File: src/rtl/fofb_readout_tracker_if.sv
// Status-stream bundle from the link status mux into the readout tracker.
interface fofb_readout_tracker_if #(
    parameter int unsigned NUM_LINKS        = 2,
    parameter int unsigned CELL_INDEX_WIDTH = 5
);
    logic                                  FAstrobe;
    logic [NUM_LINKS-1:0]                  statusValid;
    logic [NUM_LINKS*CELL_INDEX_WIDTH-1:0] statusCellIndex;
    logic [NUM_LINKS*2-1:0]                statusCode;
    logic [NUM_LINKS-1:0]                  statusFOFBenabled;

    modport master (
        output FAstrobe, statusValid, statusCellIndex, statusCode, statusFOFBenabled
    );

    modport slave (
        input  FAstrobe, statusValid, statusCellIndex, statusCode, statusFOFBenabled
    );
endinterface

File: src/rtl/fofb_readout_tracker.sv
// Per-FA-cycle readout tracker: cell bitmaps, distinct-cell counts, us timeout, link error counts.
// Optional FOFB_TRACKER_LATE_COUNT_EN adds a saturating lateCount of out-of-window successes.
module fofb_readout_tracker #(
    parameter int unsigned SYSCLK_RATE      = 100000000,
    parameter int unsigned NUM_LINKS        = 2,
    parameter int unsigned MAX_CELLS        = 32,
    parameter int unsigned CELL_INDEX_WIDTH = $clog2(MAX_CELLS),
    parameter int unsigned CELL_COUNT_WIDTH = $clog2(MAX_CELLS + 1),
    parameter int unsigned TIMER_WIDTH      = 8,
    parameter int unsigned SEQNO_WIDTH      = 3,
    parameter int unsigned ERR_COUNT_WIDTH  = 8
) (
    input  logic                                 sysClk,
    input  logic                                 sysReset,
    fofb_readout_tracker_if.slave                statusBus,
    input  logic                                 cfgWrite,
    input  logic [CELL_COUNT_WIDTH-1:0]          cfgCellCount,
    input  logic [TIMER_WIDTH-1:0]               cfgTimeoutUs,
    input  logic                                 errCountClear,
    output logic                                 readoutActive,
    output logic                                 readoutValid,
    output logic                                 readTimeout,
    output logic                                 timeoutStrobe,
    output logic                                 fofbEnabled,
    output logic [MAX_CELLS-1:0]                 fofbBitmapAll,
    output logic [MAX_CELLS-1:0]                 fofbBitmapEnabled,
    output logic [MAX_CELLS-1:0]                 bitmapAllSnapshot,
    output logic [MAX_CELLS-1:0]                 bitmapEnSnapshot,
    output logic [TIMER_WIDTH-1:0]               readoutTime,
    output logic [SEQNO_WIDTH-1:0]               seqno,
    output logic [NUM_LINKS*ERR_COUNT_WIDTH-1:0] linkErrorCount
`ifdef FOFB_TRACKER_LATE_COUNT_EN
    ,
    output logic [15:0]                          lateCount
`endif
);

    localparam int unsigned DIV_RELOAD   = SYSCLK_RATE / 1000000 - 1;
    localparam int unsigned DIV_WIDTH    = ($clog2(DIV_RELOAD + 1) > 0) ? $clog2(DIV_RELOAD + 1) : 1;
    localparam int unsigned LINK_CNT_W   = $clog2(NUM_LINKS + 1);

    typedef enum logic [0:0] {ST_IDLE, ST_ACTIVE} state_t;

    state_t                      state;
    logic [CELL_COUNT_WIDTH-1:0] pendCellCount;
    logic [TIMER_WIDTH-1:0]      pendTimeoutUs;
    logic [CELL_COUNT_WIDTH-1:0] activeCellCount;
    logic [TIMER_WIDTH-1:0]      activeTimeoutUs;
    logic [CELL_COUNT_WIDTH-1:0] cellCounter;
    logic [CELL_COUNT_WIDTH-1:0] fofbCounter;
    logic [TIMER_WIDTH-1:0]      timer;
    logic [DIV_WIDTH-1:0]        usDivider;

    logic [MAX_CELLS-1:0]        acceptAll;
    logic [MAX_CELLS-1:0]        acceptEn;
    logic [MAX_CELLS-1:0]        newAll;
    logic [MAX_CELLS-1:0]        newEn;
    logic [NUM_LINKS-1:0]        errHit;
    logic [NUM_LINKS-1:0]        successHit;
    logic [CELL_COUNT_WIDTH-1:0] newAllCount;
    logic [CELL_COUNT_WIDTH-1:0] newEnCount;
    logic [LINK_CNT_W-1:0]       successCount;

    function automatic logic [CELL_COUNT_WIDTH-1:0] popCells(input logic [MAX_CELLS-1:0] v);
        logic [CELL_COUNT_WIDTH-1:0] sum;
        sum = '0;
        for (int b = 0; b < int'(MAX_CELLS); b++) begin
            sum = sum + CELL_COUNT_WIDTH'(v[b]);
        end
        return sum;
    endfunction

    // Classify each link's record; only cells not yet in the bitmap count as new.
    always_comb begin
        acceptAll    = '0;
        acceptEn     = '0;
        errHit       = '0;
        successHit   = '0;
        successCount = '0;
        for (int i = 0; i < int'(NUM_LINKS); i++) begin
            logic [CELL_INDEX_WIDTH-1:0] idx;
            logic                        codeOk;
            logic                        inRange;
            idx     = statusBus.statusCellIndex[i*CELL_INDEX_WIDTH +: CELL_INDEX_WIDTH];
            codeOk  = (statusBus.statusCode[i*2 +: 2] == 2'd0);
            inRange = (CELL_COUNT_WIDTH'(idx) < activeCellCount);
            if (statusBus.statusValid[i] && codeOk && inRange) begin
                acceptAll[idx] = 1'b1;
                if (statusBus.statusFOFBenabled[i]) begin
                    acceptEn[idx] = 1'b1;
                end
            end
            errHit[i]     = statusBus.statusValid[i] && (!codeOk || !inRange);
            successHit[i] = statusBus.statusValid[i] && codeOk;
            successCount  = successCount + LINK_CNT_W'(successHit[i]);
        end
        newAll      = acceptAll & ~fofbBitmapAll;
        newEn       = acceptEn & ~fofbBitmapEnabled;
        newAllCount = popCells(newAll);
        newEnCount  = popCells(newEn);
    end

    // Config shadows, error counters and the readout window state machine.
    always_ff @(posedge sysClk or posedge sysReset) begin
        if (sysReset) begin
            state             <= ST_IDLE;
            pendCellCount     <= '0;
            pendTimeoutUs     <= '0;
            activeCellCount   <= '0;
            activeTimeoutUs   <= '0;
            cellCounter       <= '0;
            fofbCounter       <= '0;
            timer             <= '0;
            usDivider         <= '0;
            readoutActive     <= 1'b0;
            readoutValid      <= 1'b0;
            readTimeout       <= 1'b0;
            timeoutStrobe     <= 1'b0;
            fofbEnabled       <= 1'b0;
            fofbBitmapAll     <= '0;
            fofbBitmapEnabled <= '0;
            bitmapAllSnapshot <= '0;
            bitmapEnSnapshot  <= '0;
            readoutTime       <= '0;
            seqno             <= '0;
            linkErrorCount    <= '0;
`ifdef FOFB_TRACKER_LATE_COUNT_EN
            lateCount         <= '0;
`endif
        end else begin
            timeoutStrobe <= 1'b0;

            if (cfgWrite) begin
                pendCellCount <= cfgCellCount;
                pendTimeoutUs <= cfgTimeoutUs;
            end

            for (int i = 0; i < int'(NUM_LINKS); i++) begin
                if (errCountClear) begin
                    linkErrorCount[i*ERR_COUNT_WIDTH +: ERR_COUNT_WIDTH] <= '0;
                end else if (errHit[i] &&
                             linkErrorCount[i*ERR_COUNT_WIDTH +: ERR_COUNT_WIDTH] != '1) begin
                    linkErrorCount[i*ERR_COUNT_WIDTH +: ERR_COUNT_WIDTH] <=
                        linkErrorCount[i*ERR_COUNT_WIDTH +: ERR_COUNT_WIDTH] + 1'b1;
                end
            end

`ifdef FOFB_TRACKER_LATE_COUNT_EN
            if (errCountClear) begin
                lateCount <= '0;
            end else if (!readoutActive || statusBus.FAstrobe) begin
                if (17'(lateCount) + 17'(successCount) > 17'hFFFF) begin
                    lateCount <= 16'hFFFF;
                end else begin
                    lateCount <= lateCount + 16'(successCount);
                end
            end
`endif

            if (statusBus.FAstrobe) begin
                activeCellCount   <= pendCellCount;
                activeTimeoutUs   <= pendTimeoutUs;
                bitmapAllSnapshot <= fofbBitmapAll;
                bitmapEnSnapshot  <= fofbBitmapEnabled;
                fofbBitmapAll     <= '0;
                fofbBitmapEnabled <= '0;
                cellCounter       <= '0;
                fofbCounter       <= '0;
                timer             <= '0;
                usDivider         <= DIV_WIDTH'(DIV_RELOAD);
                readoutActive     <= 1'b1;
                readoutValid      <= 1'b0;
                readTimeout       <= 1'b0;
                fofbEnabled       <= 1'b0;
                state             <= ST_ACTIVE;
            end else begin
                case (state)
                    ST_IDLE: begin
                        state <= ST_IDLE;
                    end
                    ST_ACTIVE: begin
                        if (cellCounter == activeCellCount) begin
                            readoutValid  <= 1'b1;
                            fofbEnabled   <= (fofbCounter == activeCellCount);
                            readoutTime   <= timer;
                            seqno         <= seqno + 1'b1;
                            readoutActive <= 1'b0;
                            state         <= ST_IDLE;
                        end else if (activeTimeoutUs != '0 && timer >= activeTimeoutUs) begin
                            readTimeout   <= 1'b1;
                            timeoutStrobe <= 1'b1;
                            fofbEnabled   <= 1'b0;
                            readoutTime   <= timer;
                            readoutActive <= 1'b0;
                            state         <= ST_IDLE;
                        end else begin
                            fofbBitmapAll     <= fofbBitmapAll | acceptAll;
                            fofbBitmapEnabled <= fofbBitmapEnabled | acceptEn;
                            cellCounter       <= cellCounter + newAllCount;
                            fofbCounter       <= fofbCounter + newEnCount;
                            if (usDivider == '0) begin
                                usDivider <= DIV_WIDTH'(DIV_RELOAD);
                                if (timer != '1) begin
                                    timer <= timer + 1'b1;
                                end
                            end else begin
                                usDivider <= usDivider - 1'b1;
                            end
                        end
                    end
                    default: begin
                        state <= ST_IDLE;
                    end
                endcase
            end
        end
    end

endmodule

File: src/flat_wrapper.sv
// flat-port wrapper written by rule: the top's interface ports become plain ports
module fofb_readout_tracker_flat 
#(
    parameter int unsigned SYSCLK_RATE      = 100000000,
    parameter int unsigned NUM_LINKS        = 2,
    parameter int unsigned MAX_CELLS        = 32,
    parameter int unsigned CELL_INDEX_WIDTH = $clog2(MAX_CELLS),
    parameter int unsigned CELL_COUNT_WIDTH = $clog2(MAX_CELLS + 1),
    parameter int unsigned TIMER_WIDTH      = 8,
    parameter int unsigned SEQNO_WIDTH      = 3,
    parameter int unsigned ERR_COUNT_WIDTH  = 8
)
  (sysClk, sysReset, cfgWrite, cfgCellCount, cfgTimeoutUs, errCountClear, readoutActive, readoutValid, readTimeout, timeoutStrobe, fofbEnabled, fofbBitmapAll, fofbBitmapEnabled, bitmapAllSnapshot, bitmapEnSnapshot, readoutTime, seqno, linkErrorCount, statusBus_FAstrobe, statusBus_statusValid, statusBus_statusCellIndex, statusBus_statusCode, statusBus_statusFOFBenabled);
  fofb_readout_tracker_if #(.NUM_LINKS(NUM_LINKS), .CELL_INDEX_WIDTH(CELL_INDEX_WIDTH)) statusBus_i ();
  input  logic sysClk;
  input  logic sysReset;
  input  logic cfgWrite;
  input  logic [CELL_COUNT_WIDTH-1:0] cfgCellCount;
  input  logic [TIMER_WIDTH-1:0] cfgTimeoutUs;
  input  logic errCountClear;
  output logic readoutActive;
  output logic readoutValid;
  output logic readTimeout;
  output logic timeoutStrobe;
  output logic fofbEnabled;
  output logic [MAX_CELLS-1:0] fofbBitmapAll;
  output logic [MAX_CELLS-1:0] fofbBitmapEnabled;
  output logic [MAX_CELLS-1:0] bitmapAllSnapshot;
  output logic [MAX_CELLS-1:0] bitmapEnSnapshot;
  output logic [TIMER_WIDTH-1:0] readoutTime;
  output logic [SEQNO_WIDTH-1:0] seqno;
  output logic [NUM_LINKS*ERR_COUNT_WIDTH-1:0] linkErrorCount;
  input wire logic [$bits(statusBus_i.FAstrobe)-1:0] statusBus_FAstrobe;
  input wire logic [$bits(statusBus_i.statusValid)-1:0] statusBus_statusValid;
  input wire logic [$bits(statusBus_i.statusCellIndex)-1:0] statusBus_statusCellIndex;
  input wire logic [$bits(statusBus_i.statusCode)-1:0] statusBus_statusCode;
  input wire logic [$bits(statusBus_i.statusFOFBenabled)-1:0] statusBus_statusFOFBenabled;
  assign statusBus_i.FAstrobe = statusBus_FAstrobe;
  assign statusBus_i.statusValid = statusBus_statusValid;
  assign statusBus_i.statusCellIndex = statusBus_statusCellIndex;
  assign statusBus_i.statusCode = statusBus_statusCode;
  assign statusBus_i.statusFOFBenabled = statusBus_statusFOFBenabled;
  fofb_readout_tracker #(.SYSCLK_RATE(SYSCLK_RATE), .NUM_LINKS(NUM_LINKS), .MAX_CELLS(MAX_CELLS), .CELL_INDEX_WIDTH(CELL_INDEX_WIDTH), .CELL_COUNT_WIDTH(CELL_COUNT_WIDTH), .TIMER_WIDTH(TIMER_WIDTH), .SEQNO_WIDTH(SEQNO_WIDTH), .ERR_COUNT_WIDTH(ERR_COUNT_WIDTH)) u_core (.sysClk(sysClk), .sysReset(sysReset), .statusBus(statusBus_i), .cfgWrite(cfgWrite), .cfgCellCount(cfgCellCount), .cfgTimeoutUs(cfgTimeoutUs), .errCountClear(errCountClear), .readoutActive(readoutActive), .readoutValid(readoutValid), .readTimeout(readTimeout), .timeoutStrobe(timeoutStrobe), .fofbEnabled(fofbEnabled), .fofbBitmapAll(fofbBitmapAll), .fofbBitmapEnabled(fofbBitmapEnabled), .bitmapAllSnapshot(bitmapAllSnapshot), .bitmapEnSnapshot(bitmapEnSnapshot), .readoutTime(readoutTime), .seqno(seqno), .linkErrorCount(linkErrorCount));
endmodule
File: config.mk
export PLATFORM = sky130hd
export DESIGN_NAME = fofb_readout_tracker_flat
export DESIGN_NICKNAME = d
export VERILOG_FILES = /design/src/rtl/fofb_readout_tracker_if.sv /design/src/rtl/fofb_readout_tracker.sv /design/src/flat_wrapper.sv
export SDC_FILE = /design/constraint.sdc
export NUM_CORES = 1
export LEC_CHECK = 0
export ABC_AREA = 1
export BUFFER_PORTS_ARGS = -buffer_cell sky130_fd_sc_hd__buf_2
export CORE_UTILIZATION = 50
export CTS_CLUSTER_SIZE = 20
export DETAILED_ROUTE_END_ITERATION = 10
export PLACE_DENSITY = 0.71
export SLEW_MARGIN = 25
export SYNTH_ARGS = -nofsm -noshare
export SYNTH_HDL_FRONTEND = slang
export SYNTH_SLANG_ARGS = --single-unit
File: constraint.sdc
create_clock -name sysClk -period 6.3 [get_ports sysClk]
set_clock_uncertainty 0.15 [all_clocks]
set_input_delay 0.63 -clock sysClk [delete_from_list [all_inputs] [get_ports sysClk]]
set_output_delay 0.63 -clock sysClk [all_outputs]
set_load 0.01 [all_outputs]
# Word level (Yosys, flattened, before mapping)
# Index checks and enable logic that the tools add are counted.
[totals] regBits=216 input_bits=37 output_inout_bits=160 wordCells=217
[op_classes] n_addsub=69 n_lt_le_gt_ge=7 n_eq_ne=7 muxes=65 bitwise_logic=10 n_reduce_logical=37
[op_table] op="32-bit two-way mux" n=14
[op_table] op="6-bit by 1-bit adder with 6-bit output" n=60
[op_table] op="32-bit OR" n=4
[op_table] op="8-bit two-way mux" n=12
[op_table] op="32-bit AND" n=2
[op_table] op="32-bit NOT" n=2
[op_table] op="6-bit two-way mux" n=8
[op_table] op="7-bit two-way mux" n=5
[op_table] op="8-bit by 1-bit adder with 8-bit output, second input constant" n=3
[op_table] op="8-bit inequality test, second input constant" n=3
[op_table] op="1-bit two-way mux" n=23
[op_table] op="2-bit nonzero test" n=8
[op_table] op="6-bit adder" n=2
[op_table] op="6-bit equality test" n=2
[op_table] op="5-bit by 6-bit less-than comparator with 1-bit output" n=2
[op_table] op="5-bit by 6-bit less-than comparator with 1-bit output, second input constant" n=2
[op_table] op="3-bit AND reduction" n=4
[op_table] op="1-bit logical AND" n=11
[op_table] op="1-bit demux with 5-bit select" n=2
[op_table] op="5-bit by 1-bit greater-or-equal comparator with 1-bit output, second input constant" n=2
[op_table] op="8-bit greater-or-equal comparator" n=1
[op_table] op="8-bit nonzero test" n=1
[op_table] op="7-bit zero test" n=1
[op_table] op="7-bit by 1-bit subtractor with 7-bit output, second input constant" n=1
[op_table] op="other kinds (11)" n=20

# Logic depth before layout (Yosys ltp)
# Gate-level depths: netlist of the first run.
[depth] depth_word=46 mapped_depth=31 ltp_nobuf=30

# Least setup slack after synthesis of the first run
# No wires, ideal clock.
[synth_timing] path_type="input port to flip-flop" start="input statusBus_statusCellIndex[3]" end="register u_core.cellCounter[4]" setup_ps=74 t_arrival_ps=6307 required_ps=6076 setup_slack_ps=-231 cell_stages=30 path_buffers=1 path_cell_list="ha_1 > nand2_1 > nand2_1 > a21oi_4 > nand2_4 > nor2_4 > buf_6 > nand3_1 > o21ai_2 > nand2_1 > inv_1 > ha_1 > inv_1 > fa_1 > fa_1 > fa_1 > fa_1 > fa_1 > fa_1 > inv_1 > ha_1 > inv_1 > fa_1 > inv_1 > a21oi_1 > o21bai_1 > o21ai_0 > a21oi_1 > nand2_1 > o21ai_2"
[synth_via] elab_chain_len=44 word_cells_on_any_way=47 cone_classes="add/sub (32); order compare (3); mux (8); bitwise (2); reduce/logical (2)"
[synth_rtl] item="start: declaration" line="flat_wrapper.sv:35" text="input wire logic [$bits(statusBus_i.statusCellIndex)-1:0] statusBus_statusCellIndex;"
[synth_rtl] item="5-bit by 6-bit less-than comparator with 1-bit output (implied by the code) or 5-bit by 1-bit greater-or-equal comparator with 1-bit output (tied branches)" line="fofb_readout_tracker.sv:88" text="acceptAll[idx] = 1'b1;"
[synth_rtl] item="1-bit logical AND (implied by the code)" line="fofb_readout_tracker.sv:88"
[synth_rtl] item="1-bit two-way mux (implied by the code)" line="fofb_readout_tracker.sv:88"
[synth_rtl] item="1-bit demux with 5-bit select"
[synth_rtl] item="32-bit two-way mux *" line="fofb_readout_tracker.sv:87" text="if (statusBus.statusValid[i] && codeOk && inRange) begin"
[synth_rtl] item="32-bit OR (no line)"
[synth_rtl] item="32-bit two-way mux *" line="fofb_readout_tracker.sv:87"
[synth_rtl] item="32-bit AND *" line="fofb_readout_tracker.sv:97" text="newAll = acceptAll & ~fofbBitmapAll;"
[synth_rtl] item="1-bit by 1-bit adder with 2-bit output" line="fofb_readout_tracker.sv:68" text="sum = sum + CELL_COUNT_WIDTH'(v[b]);"
[synth_rtl] item="6-bit by 1-bit adder with 6-bit output (29 in a row)" line="fofb_readout_tracker.sv:68"
[synth_rtl] item="6-bit by 1-bit adder with 6-bit output *" line="fofb_readout_tracker.sv:68"
[synth_rtl] item="6-bit adder *" line="fofb_readout_tracker.sv:199" text="cellCounter <= cellCounter + newAllCount;"
[synth_rtl] item="6-bit two-way mux *" line="fofb_readout_tracker.sv:189" text="end else if (activeTimeoutUs != '0 && timer >= activeTimeoutUs) begin"
[synth_rtl] item="6-bit two-way mux *" line="fofb_readout_tracker.sv:182" text="if (cellCounter == activeCellCount) begin"
[synth_rtl] item="6-bit two-way mux *" line="fofb_readout_tracker.sv:177" text="case (state)"
[synth_rtl] item="6-bit two-way mux *" line="fofb_readout_tracker.sv:160" text="if (statusBus.FAstrobe) begin"
[synth_rtl] item="end signal: assignment" line="fofb_readout_tracker.sv:199"
[synth_rtl] item="end: declaration" line="fofb_readout_tracker.sv:49" text="logic [CELL_COUNT_WIDTH-1:0] cellCounter;"
# Every way passes the cells marked *; elsewhere a longest branch is shown, timed or not. The select of a mux whose other input is x is not followed.
# A chain may end at the register's enable or synchronous reset.

# Final worst setup path of the first run
[layout_timing] start="register u_core.activeCellCount[3]" end="register u_core.fofbCounter[4]"
[layout_via] elab_chain_len=43 word_cells_on_any_way=48 cone_classes="add/sub (32); order compare (2); eq/ne (2); mux (7); bitwise (2); reduce/logical (3)"
[layout_rtl] item="start: declaration" line="fofb_readout_tracker.sv:47" text="logic [CELL_COUNT_WIDTH-1:0] activeCellCount;"
[layout_rtl] item="start signal: assignment" line="fofb_readout_tracker.sv:161" text="activeCellCount <= pendCellCount;"
[layout_rtl] item="5-bit by 6-bit less-than comparator with 1-bit output" line="fofb_readout_tracker.sv:86" text="inRange = (CELL_COUNT_WIDTH'(idx) < activeCellCount);"
[layout_rtl] item="1-bit logical AND" line="fofb_readout_tracker.sv:87"
[layout_rtl] item="32-bit two-way mux" line="fofb_readout_tracker.sv:87"
[layout_rtl] item="32-bit OR (no line)"
[layout_rtl] item="32-bit two-way mux" line="fofb_readout_tracker.sv:89" text="if (statusBus.statusFOFBenabled[i]) begin"
[layout_rtl] item="32-bit two-way mux" line="fofb_readout_tracker.sv:87"
[layout_rtl] item="32-bit AND" line="fofb_readout_tracker.sv:98" text="newEn = acceptEn & ~fofbBitmapEnabled;"
[layout_rtl] item="1-bit by 1-bit adder with 2-bit output" line="fofb_readout_tracker.sv:68"
[layout_rtl] item="6-bit by 1-bit adder with 6-bit output (30 in a row)" line="fofb_readout_tracker.sv:68"
[layout_rtl] item="6-bit adder" line="fofb_readout_tracker.sv:200" text="fofbCounter <= fofbCounter + newEnCount;"
[layout_rtl] item="6-bit two-way mux" line="fofb_readout_tracker.sv:189"
[layout_rtl] item="6-bit two-way mux" line="fofb_readout_tracker.sv:182"
[layout_rtl] item="6-bit two-way mux" line="fofb_readout_tracker.sv:177"
[layout_rtl] item="6-bit two-way mux" line="fofb_readout_tracker.sv:160"
[layout_rtl] item="end signal: assignment" line="fofb_readout_tracker.sv:200"
[layout_rtl] item="end: declaration" line="fofb_readout_tracker.sv:50" text="logic [CELL_COUNT_WIDTH-1:0] fofbCounter;"
# Several ways; a longest one is shown, not always the timed one. The select of a mux whose other input is x is not followed.

==> results.json, run 1 <==
{
  "layout.cells.most_common": "nand2_1",
  "drt_pass1_iterations": 5,
  "arrival_ns": 6.75,
  "drcViolationCount": 0,
  "p_total_uw": 3550,
  "synthArstFlopShare_pct": 100,
  "start_util_pct": 51.2,
  "final_net_count": 2001,
  "setup_violations": 2,
  "antenna_found_initial": 0,
  "place_congestion": 0.998,
  "synth_edf_count": 0,
  "max_stage_delay_ns": 0.60,
  "stdcell_area_um2": 16400,
  "drtAntennaViolNets": 0,
  "p_leak_uw": 0.00837,
  "ioPinCount": 197,
  "tightest_slew_ns": 0.869,
  "synth-main-ff-cell": "dfrtp_1",
  "grtUsageTotal_pct": 27.9,
  "cts.clk_slew.worst_paths_ns": 0.06,
  "synthCells": 1543,
  "area_growth_pct": 27.1,
  "cts.sinks": 216,
  "synth_seq_area_share_pct": 41.8,
  "finalCritPeriodShare_pct": 102,
  "viasPerCell": 5.17,
  "initialDrtViolationCount": 968,
  "cts_buffers": 23,
  "routed_wl_um": 36600,
  "portBuffers": 196,
  "hpwl_um": 27700,
  "grt_setup_unrepaired": "true",
  "cts_root_buf": "clkbuf_16",
  "clockBufferDepth": 3,
  "n_antenna_cell": 0,
  "timing.slew.headroom_pct": 42.0,
  "wl_per_cell_um": 16.6,
  "die-area_um2": 26500,
  "finalHoldViolations": 0,
  "cp-start-kind": "register",
  "fp.dieH_um": 163,
  "synth_fp_nets": 1688,
  "maxSlewViolCount": 0,
  "fp-row-count": 58,
  "vias": 11400,
  "violations": "setup timing",
  "status": "complete, but fails checks",
  "power_density_nw_per_um2": 216,
  "coreArea_um2": 25300,
  "placed_area_um2": 15100,
  "cts_tree": "yes",
  "fin_util_pct": 65.0,
  "ir_drop_v": 0.000202,
  "max_freq_mhz": 155,
  "overflow": 0,
  "path_max_fanout": 8,
  "post-place-ws_ns": -0.597,
  "end_kind": "register",
  "htreeDepth": 1,
  "path_class": "reg -> reg",
  "fill_cells": 2152,
  "synth.distinct_cells": 42,
  "synth_seq_cells": 216,
  "grt_pass1_wl_um": 58100,
  "cp_data_required_time_ns": 6.60,
  "synth.avg_cell_area_um2": 8.37,
  "clock_latency_ns": 0.52,
  "rr_worst_depth": 30,
  "drv_cap": 0,
  "crit_path_top_delay_cell": "fa_2",
  "synthesis.area_um2": 12900,
  "layout_setup_ws_ns": -0.147,
  "grt_max_degree": 119,
  "grt_pass1_vias": 10900,
  "fin_crit_ns": 6.45,
  "synth-warning-count": 0,
  "die_x_um": 163,
  "final_cell_mix": "nand2_1 (379), dfrtp_1 (216), buf_2 (195), inv_1 (190), buf_4 (138)",
  "layout-drive-gt1-share_pct": 28.9,
  "min-delay-path-class": "in -> async"
}
critical path: cells and delay by family (launching register included):
family / cells / cell delay, ns
AND/OR/NAND/NOR: 9 / 0.77
flip-flops: 1 / 0.39
adder cells (fa/ha/maj): 9 / 3.72
buffers and inverters: 7 / 0.65
AO/OA/AOI/OAI: 5 / 0.71
metal layers:
| layer | up-vias | global-route usage, % | wire, um |
|---|---|---|---|
| li1 | 5572 | - | - |
| met1 | 5450 | 39.7 | 16400 |
| met2 | 297 | 45.1 | 17300 |
| met3 | 60 | 3.11 | 1740 |
| met4 | 0 | 7.82 | 1090 |
| met5 | - | 0 | 0 |
state kept, by name, indices dropped and copies added (netlist names):
register                  flops
u_core.pendTimeoutUs          8
u_core.readoutActive          1
u_core.fofbEnabled            1
u_core.fofbCounter            6
u_core.cellCounter            6
u_core.readoutValid           1
u_core.timeoutStrobe          1
u_core.activeTimeoutUs        8
u_core.bitmapAllSnapshot     32
u_core.readoutTime            8
u_core.pendCellCount          6
u_core.activeCellCount        6
u_core.readTimeout            1
u_core.fofbBitmapEnabled     32
u_core.linkErrorCount        16
u_core.timer                  8
u_core.seqno                  3
u_core.state                  1
u_core.usDivider              7
u_core.bitmapEnSnapshot      32
u_core.fofbBitmapAll         32
report_power, final:
group	internal (uW)	switching, uW	leakage [uW]	total, uW
Sequential	1470	63.1	0.00292	1530
Combinational	236	408	0.00508	644
Clock	827	550	0.000371	1380
Total	2530	1020	0.00837	3550
kinds of logic after synthesis:
| kind of cell | share of synthesized area (%) |
|---|---|
| simple gates | 22.1 |
| buf+inv | 9.23 |
| compound gates | 10.5 |
| flops | 41.8 |
| fa+ha+maj | 13.4 |
| xor+xnor | 1.69 |
| mux | 1.22 |
cell usage after synthesis, types with 12 or more instances:
cell / number / area [um2]
ha_1: 58 / 726
nor3_1: 14 / 70.1
a21oi_1: 90 / 450
o21ai_1: 21 / 105
mux2_2: 14 / 158
xnor2_1: 15 / 131
clkbuf_1: 34 / 128
o21ai_0: 104 / 521
nor2_1: 70 / 263
inv_1: 209 / 785
fa_1: 50 / 1000
nand3_1: 85 / 425
o21ai_2: 14 / 123
dfrtp_1: 216 / 5410
buf_6: 12 / 135
nand2_1: 406 / 1520
nand4_1: 41 / 257
what timing repair did:
action	CTS	global route
endpoints found under the setup margin	10	10
gates cloned	0	0
gates resized for setup	35	86
hold buffers	0	0
pin swaps	23	52
buffers inserted	12	8
metrics by stage:
stage	setup TNS, ns	hold WS (ns)	instances
after global placement	-3.56	0.311	2142
after floorplan	-0.185	0.299	1543
after global routing	-1.79	0.112	2200
after CTS	-0.287	0.0611	2193
after detailed placement	-4.29	0.318	2142
final	-0.273	0.0638	2200
final cells by class:
| type | count | area, um2 | area share, % |
|---|---|---|---|
| Clock inverter | 7 | 114 | 0.693 |
| Timing Repair Buffer | 351 | 2320 | 14.1 |
| Clock buffer | 32 | 639 | 3.89 |
| Sequential cell | 216 | 5410 | 32.9 |
| Inverter | 214 | 815 | 4.96 |
| Multi-Input combinational cell | 1050 | 6720 | 40.9 |
| Tap cell | 330 | 413 | 2.51 |
worst paths after layout:
| kind | slack [ns] | end | startpoint |
|---|---|---|---|
| setup / recovery | -0.15 | u_core.fofbCounter[4] | u_core.activeCellCount[3] |
| hold / removal | 0.06 | u_core.timer[1] | sysReset |
| setup reg to reg | -0.15 | u_core.fofbCounter[4] | u_core.activeCellCount[3] |
| hold reg to reg | 0.33 | u_core.bitmapAllSnapshot[16] | u_core.bitmapAllSnapshot[16] |
| max in group asynchronous | 4.65 | u_core.bitmapEnSnapshot[18] | sysReset |
| min in group sysClk | 0.18 | u_core.pendTimeoutUs[0] | cfgTimeoutUs[0] |
Note: power is estimated with default switching activity, not from simulation.
==> run 2: changes to the inputs <==
CAP_MARGIN = 25   (was default)
PLACE_DENSITY = default   (was 0.71)
PLACE_DENSITY_LB_ADDON = 0.12   (was default)
==> run 2 against run 1 <==
Net effect: the flow still finishes with violations (setup timing); global-route usage is 0.57 points lower; critical path type unchanged; largest cell class unchanged; worst hold slack improved by 0.092 ns; critical path depth is 1 lower; die area did not move; routed wire length shrank 2.1%.
==> results.json, run 2 (synthesis results as in run 1) <==
{
  "hold_end": "u_core.pendTimeoutUs[0]",
  "final_cell_mix": "nand2_1 (396), dfrtp_1 (216), buf_2 (195), inv_1 (192), buf_4 (122)",
  "layout.cells.most_common": "nand2_1",
  "start_util_pct": 51.2,
  "power_frac_clock_pct": 39.5,
  "cts_buffers": 24,
  "drtAntennaViolNets": 0,
  "grt_pass1_wl_um": 57200,
  "drcViolationCount": 0,
  "p_leak_uw": 0.00821,
  "cp_data_required_time_ns": 6.63,
  "setup_violations": 2,
  "wl_met1_um": 16300,
  "final_net_count": 1977,
  "cpMostUsedCell": "fa_1",
  "p_sw_share_pct": 29.1,
  "layout_setup_ws_ns": -0.130,
  "max_freq_mhz": 156,
  "coreArea_um2": 25300,
  "top_layer": "met4",
  "place_congestion": 0.946,
  "path_class": "reg -> reg",
  "arrival_ns": 6.76,
  "fp-row-count": 58,
  "power_density_nw_per_um2": 222,
  "finalCritPeriodShare_pct": 102,
  "pwr-share-seq_pct": 43.0,
  "met3_wirelength_um": 1690,
  "cts_tree": "yes",
  "vias": 11400,
  "status": "complete, but fails checks",
  "seq_area_um2": 5410,
  "timing.slew.headroom_pct": 52.0,
  "area_growth_pct": 24.2,
  "clock_latency_ns": 0.54,
  "finalHoldViolations": 0,
  "whs_path_depth": 3,
  "max_stage_delay_ns": 0.56,
  "cts.clk_slew.worst_paths_ns": 0.06,
  "violations": "setup timing",
  "cts.sinks": 216,
  "layoutNonFillerInstCount": 2181,
  "grtUsageTotal_pct": 27.3,
  "clockBufferDepth": 3,
  "r2r-start": "u_core.activeCellCount[4]",
  "drv_cap": 0,
  "portBuffers": 196,
  "grt_setup_unrepaired": "true",
  "multi_input_area_um2": 6570,
  "hp-start": "cfgTimeoutUs[0]",
  "fin_crit_ns": 6.43,
  "initialDrtViolationCount": 771,
  "p_switching_uw": 1040,
  "tightest_slew_ns": 0.720,
  "r2r-end": "u_core.fofbCounter[4]",
  "grt_pass1_vias": 10900,
  "ioPinCount": 197,
  "die_x_um": 163,
  "layout-drive-gt1-share_pct": 26.3,
  "p_comb_share_pct": 17.4,
  "min-delay-path-class": "in -> reg",
  "viasPerCell": 5.24,
  "maxSlewViolCount": 0,
  "wl_per_cell_um": 16.4,
  "cts_root_buf": "clkbuf_16",
  "htreeDepth": 1,
  "die-area_um2": 26500,
  "fp.dieH_um": 163,
  "fill_cells": 2276,
  "end_kind": "register",
  "internal-power_uw": 2520,
  "ir_drop_v": 0.000295,
  "hpwl_um": 26700,
  "antenna_found_initial": 2,
  "grt_max_degree": 125,
  "met2_length_um": 16800,
  "drt_pass1_iterations": 5,
  "path_max_fanout": 8,
  "routed_wl_um": 35800,
  "dp_cells": 2118,
  "overflow": 0,
  "cp-start-kind": "register",
  "post-place-ws_ns": -0.596,
  "reg2reg_slack_ns": -0.13,
  "crit_path_top_delay_cell": "fa_2",
  "rr_worst_depth": 29
}
## run 2: worst max-delay path by stage
stage / startpoint / endpoint / slack, ns
4_1_cts: u_core.activeCellCount[3] / u_core.cellCounter[4] / -0.09
3_3_place_gp: statusBus_statusCellIndex[3] / u_core.cellCounter[4] / -0.54
2_1_floorplan: statusBus_statusCellIndex[3] / u_core.cellCounter[4] / -0.19
5_1_grt: u_core.activeCellCount[4] / u_core.fofbCounter[4] / -0.41
3_5_place_dp: statusBus_statusCellIndex[3] / u_core.cellCounter[4] / -0.60
6_report: u_core.activeCellCount[4] / u_core.fofbCounter[4] / -0.13
## run 2: power by group through the flow
stage	logic, uW	clock network, uW	registers, uW
finish	621	1410	1530
global route	703	1490	1540
CTS	611	1440	1530
detailed placement	596	0	1550
global placement	584	0	1550
floorplan	406	0	1560
## run 2: metrics by stage
stage | total power [uW] | utilization (%) | setup TNS [ns] | hold WS, ns | area [um2]
after floorplan | 1970 | - | -0.185 | 0.299 | 12900
after global placement | 2140 | 58.8 | -3.75 | 0.310 | 14800
after detailed placement | 2150 | 58.8 | -4.31 | 0.312 | 14800
after CTS | 3580 | 62.7 | -0.201 | 0.138 | 15800
after global routing | 3740 | 63.6 | -1.87 | 0.146 | 16100
final | 3560 | 63.6 | -0.195 | 0.156 | 16100
## run 2: worst max-delay path, delay by kind of cell, from the launching register on
kind            cells  cell delay, ns
compound gates      6            0.82
fa+ha+maj          10            3.88
buf+inv             7            0.58
flops               1            0.38
simple gates        6            0.58
## run 2: layout make-up
| type | count | share of cell area, % |
|---|---|---|
| tap | 330 | 2.57 |
| inverter | 214 | 5.06 |
| antenna | 2 | 0.0312 |
| multi-input combinational | 1050 | 40.9 |
| timing repair buffer | 326 | 12.8 |
| clock inverter | 14 | 1.08 |
| clock buffer | 29 | 3.86 |
| sequential | 216 | 33.7 |
## run 2: metal layers
metal	track usage, %	vias to the layer above
met5	0	-
met4	7.94	0
met3	3.28	61
met2	43.5	353
met1	39.2	5480
li1	-	5544
## run 2: repair_timing
item	4_1_cts	5_1_grt
gates resized for setup	30	44
hold endpoints to repair	20	0
hold buffers	1	0
setup endpoints to repair	9	10
pin swaps	28	25
buffers inserted	9	7
cloned	1	0
==> run 3: changes to the inputs <==
CORE_MARGIN = 3   (was default)
==> run 3 against run 2 <==
Net effect: sequential share of layout area decreased by 0.94 points; clock power up 8%; global-route usage is 1.3 points lower; the run still ends with setup timing left; largest power group unchanged; critical endpoint is now u_core.cellCounter[4]; critical path type unchanged.
==> results.json, run 3 (synthesis results as in run 1) <==
{
  "maxSlewViolCount": 0,
  "drtAntennaViolNets": 0,
  "drt_pass1_iterations": 5,
  "status": "complete, but fails checks",
  "grt_max_degree": 120,
  "path_class": "reg -> reg",
  "clock_latency_ns": 0.54,
  "cts.clk_slew.worst_paths_ns": 0.06,
  "seq_area_um2": 5410,
  "multi_input_area_um2": 6650,
  "max_stage_delay_ns": 0.59,
  "final_net_count": 2013,
  "start_util_pct": 51.2,
  "fp.dieH_um": 167,
  "grt_pass1_wl_um": 58900,
  "overflow": 0,
  "portBuffers": 196,
  "r2r-end": "u_core.cellCounter[4]",
  "crit_buf_inv": 7,
  "cpLargestDelayFamily": "adder cells",
  "drv_cap": 0,
  "antenna_found_initial": 0,
  "clockBufferDepth": 3,
  "fin_crit_ns": 6.51,
  "cts.sinks": 216,
  "cts_root_buf": "clkbuf_16",
  "setup_violations": 3,
  "end_kind": "register",
  "finalCritPeriodShare_pct": 103,
  "r2r-start": "u_core.activeCellCount[3]",
  "layoutNonFillerInstCount": 2216,
  "viasPerCell": 5.20,
  "drcViolationCount": 0,
  "cp_data_required_time_ns": 6.60,
  "htreeDepth": 1,
  "max_freq_mhz": 154,
  "cp-endpoint": "u_core.cellCounter[4]",
  "die_x_um": 167,
  "dp_cells": 2141,
  "vias": 11500,
  "placed_area_um2": 15000,
  "cts_tree": "yes",
  "timing.slew.headroom_pct": 34.9,
  "ir_drop_v": 0.000214,
  "min-delay-path-class": "in -> async",
  "cp.depth": 30,
  "post-place-ws_ns": -0.726,
  "die-area_um2": 27800,
  "place_congestion": 0.955,
  "crit_path_start": "u_core.activeCellCount[3]",
  "area_growth_pct": 27.8,
  "fill_cells": 2212,
  "violations": "setup timing",
  "p_leak_uw": 0.00844,
  "reg2reg_slack_ns": -0.21,
  "grt_pass1_vias": 11100,
  "n_antenna_cell": 0,
  "power_density_nw_per_um2": 224,
  "ioPinCount": 197,
  "layout-drive-gt1-share_pct": 28.7,
  "initialDrtViolationCount": 873,
  "routed_wl_um": 37000,
  "fp-row-count": 58,
  "finalHoldViolations": 0,
  "cp-start-kind": "register",
  "coreArea_um2": 25300,
  "tightest_slew_ns": 0.977,
  "crit_path_top_delay_cell": "fa_1",
  "path_max_fanout": 3,
  "layout.cells.most_common": "nand2_1",
  "rr_worst_depth": 30,
  "hpwl_um": 27700,
  "arrival_ns": 6.81,
  "cts_buffers": 25,
  "final_cell_mix": "nand2_1 (381), dfrtp_1 (216), inv_1 (195), buf_2 (195), buf_4 (144)",
  "cpMostUsedCell": "fa_1",
  "layout_setup_ws_ns": -0.212,
  "stdcell_area_um2": 16500,
  "grtUsageTotal_pct": 26.0,
  "grt_setup_unrepaired": "true",
  "wl_per_cell_um": 16.7
}
[run 3: cell count changes in the layout (fill, tap and decap cells not counted), moves of 5 or more]
cell	before	now
buf_4	122	144
buf_6	2	14
nand2_1	396	381
nand2_2	17	32
o21ai_1	22	17
[run 3: worst min-delay path by stage]
stage	from	slack [ns]	endpoint
final	sysReset	0.04	u_core.bitmapAllSnapshot[26]
after global routing	sysReset	0.08	u_core.fofbBitmapAll[25]
after floorplan	u_core.pendCellCount[0]	0.30	u_core.activeCellCount[0]
after detailed placement	u_core.bitmapAllSnapshot[23]	0.32	u_core.bitmapAllSnapshot[23]
after global placement	u_core.bitmapAllSnapshot[17]	0.31	u_core.bitmapAllSnapshot[17]
after CTS	sysReset	0.06	u_core.fofbBitmapAll[22]
[run 3: final cells by class]
class | instances | area share, %
clock buffers | 33 | 4.15
clock inverters | 12 | 1.05
inverters | 214 | 4.92
multi-input cells | 1050 | 40.3
flip-flops and latches | 216 | 32.7
well taps | 330 | 2.50
repair buffers | 361 | 14.4
[run 3: worst reg2reg max path: cells and delay by family (launching register included)]
family                   cells  cell delay (ns)
AO/OA/AOI/OAI                7             0.85
flip-flops                   1             0.41
AND/OR/NAND/NOR              7             0.57
adder cells (fa/ha/maj)      9             3.82
buffers and inverters        7             0.65
[run 3: stage by stage]
step	setup TNS, ns	hold WS, ns	utilization, %	power (uW)
2_1_floorplan	-0.185	0.299	-	1970
3_3_place_gp	-4.29	0.309	59.6	2150
3_5_place_dp	-5.31	0.318	59.6	2170
4_1_cts	-0.315	0.0573	63.8	3710
5_1_grt	-2.34	0.0751	65.4	3860
6_report	-0.448	0.0394	65.4	3690
[run 3: where the power goes]
part	internal, uW	switching, uW
Clock	931	586
Combinational	234	410
Sequential	1470	62.8
[run 3: layer usage]
layer	vias to the layer above	GRT usage (%)	wire (um)
met1	5491	36.0	16300
met5	-	0	0
met3	64	3.66	2160
li1	5604	-	-
met2	371	42.7	17400
met4	0	8.43	1110
[run 3: what timing repair did]
| item | 4_1_cts | 5_1_grt |
|---|---|---|
| pin swaps | 35 | 42 |
| resized for setup | 42 | 63 |
| buffers inserted | 8 | 24 |
| endpoints found under the setup margin | 10 | 10 |
| hold buffers | 0 | 0 |
| hold endpoints to repair | 0 | 0 |
